**src/rtl/axi4_mem_tester.sv**
```systemverilog
// AXI4 memory tester: writes NUM_BURSTS 8-beat bursts of {~A,A}, then reads them back.
// Counts responses and data that differ from the pattern, and keeps the address of the first one.
module axi4_mem_tester #(
  parameter logic [31:0] BASE_ADDR  = 32'h0000_0000,
  parameter int          NUM_BURSTS = 16,
  parameter logic [3:0]  AXI_ID     = 4'h0
) (
  input  logic        clk,
  input  logic        rstn,
  input  logic        start,
  output logic        busy,
  output logic        done,
  output logic        pass,
  output logic [15:0] err_cnt,
  output logic [31:0] first_err_addr,
  output logic        io_axi4_awvalid,
  output logic [3:0]  io_axi4_awid,
  output logic [31:0] io_axi4_awaddr,
  output logic [7:0]  io_axi4_awlen,
  output logic [2:0]  io_axi4_awsize,
  output logic [1:0]  io_axi4_awburst,
  input  logic        io_axi4_awready,
  output logic        io_axi4_wvalid,
  output logic [63:0] io_axi4_wdata,
  output logic [7:0]  io_axi4_wstrb,
  output logic        io_axi4_wlast,
  input  logic        io_axi4_wready,
  output logic        io_axi4_bready,
  input  logic        io_axi4_bvalid,
  input  logic [3:0]  io_axi4_bid,
  input  logic [1:0]  io_axi4_bresp,
  output logic        io_axi4_arvalid,
  output logic [3:0]  io_axi4_arid,
  output logic [31:0] io_axi4_araddr,
  output logic [7:0]  io_axi4_arlen,
  output logic [2:0]  io_axi4_arsize,
  output logic [1:0]  io_axi4_arburst,
  input  logic        io_axi4_arready,
  output logic        io_axi4_rready,
  input  logic        io_axi4_rvalid,
  input  logic [3:0]  io_axi4_rid,
  input  logic [63:0] io_axi4_rdata,
  input  logic [1:0]  io_axi4_rresp,
  input  logic        io_axi4_rlast
);

  typedef enum logic [2:0] {
    IDLE, WADDR, WDATA, WRESP, RADDR, RDATA, DONE
  } state_t;

  localparam logic [16:0] LP_NB = 17'(NUM_BURSTS);

  state_t      r_state;
  state_t      w_nxt;
  logic [15:0] r_k;
  logic [2:0]  r_beat;
  logic [15:0] r_err_cnt;
  logic [31:0] r_first_err;

  logic        w_start;
  logic        w_aw_hs;
  logic        w_w_hs;
  logic        w_b_hs;
  logic        w_ar_hs;
  logic        w_r_hs;
  logic        w_last_beat;
  logic        w_k_last;
  logic [31:0] w_burst_addr;
  logic [31:0] w_beat_addr;
  logic [63:0] w_pattern;
  logic        w_b_bad;
  logic        w_r_bad;
  logic        w_err;
  logic [31:0] w_err_addr;

  assign w_start = start &&
    (r_state == IDLE || r_state == DONE);

  assign w_aw_hs = (r_state == WADDR) && io_axi4_awready;
  assign w_w_hs  = (r_state == WDATA) && io_axi4_wready;
  assign w_b_hs  = (r_state == WRESP) && io_axi4_bvalid;
  assign w_ar_hs = (r_state == RADDR) && io_axi4_arready;
  assign w_r_hs  = (r_state == RDATA) && io_axi4_rvalid;

  assign w_last_beat = (r_beat == 3'd7);
  assign w_k_last = ({1'b0, r_k} + 17'd1) == LP_NB;

  assign w_burst_addr = BASE_ADDR +
    {10'd0, r_k, 6'd0};
  assign w_beat_addr = w_burst_addr +
    {26'd0, r_beat, 3'd0};
  assign w_pattern = {~w_beat_addr, w_beat_addr};

  assign w_b_bad = (io_axi4_bresp != 2'b00) ||
    (io_axi4_bid != AXI_ID);
  assign w_r_bad = (io_axi4_rdata != w_pattern) ||
    (io_axi4_rresp != 2'b00) ||
    (io_axi4_rid != AXI_ID) ||
    (io_axi4_rlast != w_last_beat);

  assign w_err = (w_b_hs && w_b_bad) ||
    (w_r_hs && w_r_bad);
  assign w_err_addr = w_b_hs ? w_burst_addr : w_beat_addr;

  always_ff @(posedge clk or negedge rstn) begin
    if (!rstn) r_state <= IDLE;
    else       r_state <= w_nxt;
  end

  always_comb begin
    w_nxt = r_state;
    unique case (r_state)
      IDLE:  if (w_start) w_nxt = WADDR;
      WADDR: if (w_aw_hs) w_nxt = WDATA;
      WDATA: if (w_w_hs && w_last_beat) w_nxt = WRESP;
      WRESP: if (w_b_hs) w_nxt = w_k_last ? RADDR : WADDR;
      RADDR: if (w_ar_hs) w_nxt = RDATA;
      RDATA: begin
        if (w_r_hs && w_last_beat)
          w_nxt = w_k_last ? DONE : RADDR;
      end
      DONE:  if (w_start) w_nxt = WADDR;
      default: w_nxt = IDLE;
    endcase
  end

  always_comb begin
    io_axi4_awvalid = (r_state == WADDR);
    io_axi4_awaddr  = '0;
    io_axi4_wvalid  = (r_state == WDATA);
    io_axi4_wdata   = '0;
    io_axi4_wlast   = 1'b0;
    io_axi4_bready  = (r_state == WRESP);
    io_axi4_arvalid = (r_state == RADDR);
    io_axi4_araddr  = '0;
    io_axi4_rready  = (r_state == RDATA);
    if (io_axi4_awvalid) io_axi4_awaddr = w_burst_addr;
    if (io_axi4_arvalid) io_axi4_araddr = w_burst_addr;
    if (io_axi4_wvalid) begin
      io_axi4_wdata = w_pattern;
      io_axi4_wlast = w_last_beat;
    end
    busy = (r_state != IDLE) && (r_state != DONE);
    done = (r_state == DONE);
    pass = done && (r_err_cnt == 16'd0);
  end

  assign io_axi4_awid    = AXI_ID;
  assign io_axi4_awlen   = 8'd7;
  assign io_axi4_awsize  = 3'd3;
  assign io_axi4_awburst = 2'b01;
  assign io_axi4_wstrb   = 8'hFF;
  assign io_axi4_arid    = AXI_ID;
  assign io_axi4_arlen   = 8'd7;
  assign io_axi4_arsize  = 3'd3;
  assign io_axi4_arburst = 2'b01;

  always_ff @(posedge clk or negedge rstn) begin
    if (!rstn) begin
      r_k         <= '0;
      r_beat      <= '0;
      r_err_cnt   <= '0;
      r_first_err <= '0;
    end else if (w_start) begin
      r_k         <= '0;
      r_beat      <= '0;
      r_err_cnt   <= '0;
      r_first_err <= '0;
    end else begin
      if (w_err) begin
        if (r_err_cnt != 16'hFFFF)
          r_err_cnt <= r_err_cnt + 16'd1;
        if (r_err_cnt == 16'd0)
          r_first_err <= w_err_addr;
      end
      // beat counter wraps 7 -> 0 at the end of every burst
      if (w_w_hs || w_r_hs)
        r_beat <= r_beat + 3'd1;
      if (w_b_hs || (w_r_hs && w_last_beat))
        r_k <= w_k_last ? 16'd0 : r_k + 16'd1;
    end
  end

  assign err_cnt        = r_err_cnt;
  assign first_err_addr = r_first_err;

endmodule

```
**config.mk**
```make
export PLATFORM = sky130hd
export DESIGN_NAME = axi4_mem_tester
export DESIGN_NICKNAME = d
export VERILOG_FILES = /design/src/rtl/axi4_mem_tester.sv
export SDC_FILE = /design/constraint.sdc
export NUM_CORES = 1
export LEC_CHECK = 0
export CORE_UTILIZATION = 35
export DETAILED_ROUTE_END_ITERATION = 7
export GPL_TIMING_DRIVEN = 0
export PLACE_DENSITY = 0.77
export SYNTH_ARGS = -nofsm -noshare
export SYNTH_HDL_FRONTEND = slang
export SYNTH_SLANG_ARGS = --single-unit
```
**constraint.sdc**
```tcl
create_clock -name clk -period 2.45 [get_ports clk]
set_input_delay 0.49 -clock clk [delete_from_list [all_inputs] [get_ports clk]]
set_output_delay 0.49 -clock clk [all_outputs]
set_load 0.02 [all_outputs]
```
==> results.md <==
* Max-Cap Viols at 0
* Synth-to-Final Area Change at 71.9%
* Leak at 0.00442 µW
* Min setup slack post-route at -0.112 ns
* Synth top cells by count: 114 x buf_4, 57 x dfrtp_1, 54 x and2_1
* First-pass GRT wire length at 28.4 mm
* Cts bufs inserted at 9
* Critical Path RT at 2.72 ns
* Fillers at 1191
* Final hold slack at 0.133 ns
* Wire per inst at 17.0 µm
* Critical Path End Type: flop
* Ys flop type: dfrtp_1
* TritonCTS clock tree: built
* Mapped cell area at 5110 µm²
* DR iter-0 viols at 441
* Cells after synthesis at 611
* RSZ-0062 raised after global routing: yes
* Number of synthesized flops with an enable pin at 0
* Worst clock skew at 0.00597 ns
* Worst slew pin tran at 0.579 ns
* Longest Clk Path Bufs at 2
* Ys Warns at 0
* Failing checks: setup timing
* Synth Area per Inst at 8.36 µm²
* Worst hold path type: input port to asynchronous set/reset pin
* IO Count at 312
* Comb pwr share at 0.579
* H-tree depth at 3
* Final net count at 1051
* Share of cells above drive strength 1 at 0.347
* Worst slew margin at 0.610
* # DRC at 0
* Total global routing overflow at 0
* Top cells by area, synth: dfrtp_1 28%, buf_4 17%, and2_1 6.6%
* Die ar. at 15100 µm²
* Number of core rows at 43
* Fin crit share at 1.05
* Post-cts hold buffer count at 0
* Synth top area share at 0.279
* Placed cells at 1101
* DR vias/cell at 4.99
* Setup TNS at -1.35 ns
* P per Cell Area at 776 nW/µm²
* Max FO, Critical Path at 5
* Largest area contributor in the netlist: dfrtp_1
* FFs w/ async S/R, synth at 1.00
* Clock Latency Late Sink at 0.33 ns
* Hold Vio Cnt, Final at 0
* Register share of total power at 0.239
* Worst Reg2Reg Path Length in Cells at 10
* Final-report setup violation count at 29
* Overall Power at 6810 µW
* Post-route minimum period at 2.56 ns
* Initial Util at 0.364
* Vias at 5728
* Aggregate global-route resource usage at 0.249
* Die width at 123 µm
* Yosys cell types at 66
* Vias in the first global route at 5239
* CP startpoint kind: input port
* Number of antenna violations at the first check in global routing at 1
* Finished Layout Cells at 1147
* Status: finished with violations
* Clock Power Share at 0.182
* Core ar. at 14000 µm²
* Port Buffers at 211
* Largest net degree at the start of global routing at 38
* Sequential share of the synthesized area at 0.279
* Worst vdd ir at 0.456 mV
* Routed WL at 19.5 mm
* WS Path Type: input port to flop
* Count leader, synth: buf_4
* Routed Antenna Nets at 0
* Detailed Place HPWL at 13.9 mm
* F_max at 0.390 GHz
* Switching part of the total power at 0.470
* Max-slew violation count at 0
* Die span in y at 123 µm
* Internal power at 3610 µW
* Clock slew at reported path FFs at 0.06 ns
* P_sw at 3200 µW
* Final GP Congestion at 0.841
* Post-synthesis register bit count at 57
* Pre-antenna DRT Iters at 5
* End-of-flow core utilization at 0.625
* Root Buffer: clkbuf_16
* Worst EP arrival at 2.83 ns
* Clock sink count at 57
==> final timing paths <==
| kind | startpoint | endpoint | slack (ns) |
|---|---|---|---|
| min in group clk | first_err_addr[15] | first_err_addr[15] | 0.51 |
| worst max-delay path | io_axi4_rdata[8] | first_err_addr[15] | -0.11 |
| worst min register to register | first_err_addr[15] | first_err_addr[15] | 0.51 |
| worst min-delay path | rstn | err_cnt[7] | 0.13 |
| max in group asynchronous | rstn | r_state[0] | 1.72 |
| worst max register to register | r_beat[0] | first_err_addr[15] | -0.09 |
==> area by class of cell <==
type | count | area (µm²) | share of cell area
Clock buffer | 9 | 225 | 0.0257
Inverter | 11 | 46.3 | 0.00528
Buffer | 150 | 1100 | 0.125
Multi-Input combinational cell | 487 | 3490 | 0.398
Clock inverter | 7 | 71.3 | 0.00813
Sequential cell | 57 | 1430 | 0.163
Timing Repair Buffer | 245 | 2180 | 0.249
Antenna cell | 1 | 2.50 | 0.000285
Tap cell | 180 | 225 | 0.0257
==> worst max-delay path, cell delays in order <==
cell,delay (ns)
clkdlybuf4s50_1,0.50
and3b_1,0.16
o22ai_1,0.08
or4_4,0.56
or4_4,0.49
o211ai_4,0.14
buf_6,0.15
buf_8,0.12
a22o_4,0.12
==> flip-flops by register name (all words and copies together) (netlist names) <==
name and cells:
first_err_addr 19, r_beat 3, err_cnt 16, r_k 16, r_state 3
==> through the flow <==
stage / instance area [µm²] / worst slack, ns
5_1_grt: 8780 / -0.168
3_5_place_dp: 7840 / -0.945
6_report: 8780 / -0.112
4_1_cts: 8870 / -0.138
3_3_place_gp: 7820 / -0.960
2_1_floorplan: 5480 / 0.00478
==> logic make-up after synthesis <==
group / count (synthesis) / synth area share
AO/OA/AOI/OAI: 102 / 0.154
adder cells (fa/ha/maj): 5 / 0.0123
buffers and inverters: 166 / 0.210
other: 2 / 0.00147
XOR/XNOR: 35 / 0.0600
multiplexers: 6 / 0.0120
flip-flops: 57 / 0.279
AND/OR/NAND/NOR: 238 / 0.271
==> placed cells by master, fill, tap and decap left out, types with 11 or more instances in the layout <==
cell type / count
dlygate4sd2_1: 56
clkbuf_1: 11
conb_1: 100
xnor2_1: 17
clkbuf_16: 12
nand2_1: 28
clkdlybuf4s50_1: 84
buf_2: 31
o31ai_2: 11
nand3_1: 14
a22o_4: 14
buf_6: 14
buf_4: 135
and2_1: 54
nor2_1: 49
xor2_1: 16
clkbuf_2: 31
dfrtp_1: 54
==> power groups by stage <==
stage,sequential [µW],combinational [µW],clock (µW)
finish,1630,3940,1240
floorplan,1570,2070,0
global placement,1530,3580,0
detailed placement,1540,3620,0
global route,1660,4210,1280
CTS,1580,3920,1240
==> repair_timing <==
| item | in CTS | in global routing |
|---|---|---|
| setup endpoints to repair | 133 | 93 |
| gates cloned | 4 | 2 |
| buffers inserted | 28 | 2 |
| gates resized for setup | 328 | 90 |
| pin swaps | 38 | 16 |
==> layer usage <==
layer,wire (µm),track usage
met1,7290,0.304
met2,9770,0.430
met3,1880,0.0409
met4,518,0.106
met5,0,0
(Power assumes the default switching activity.)
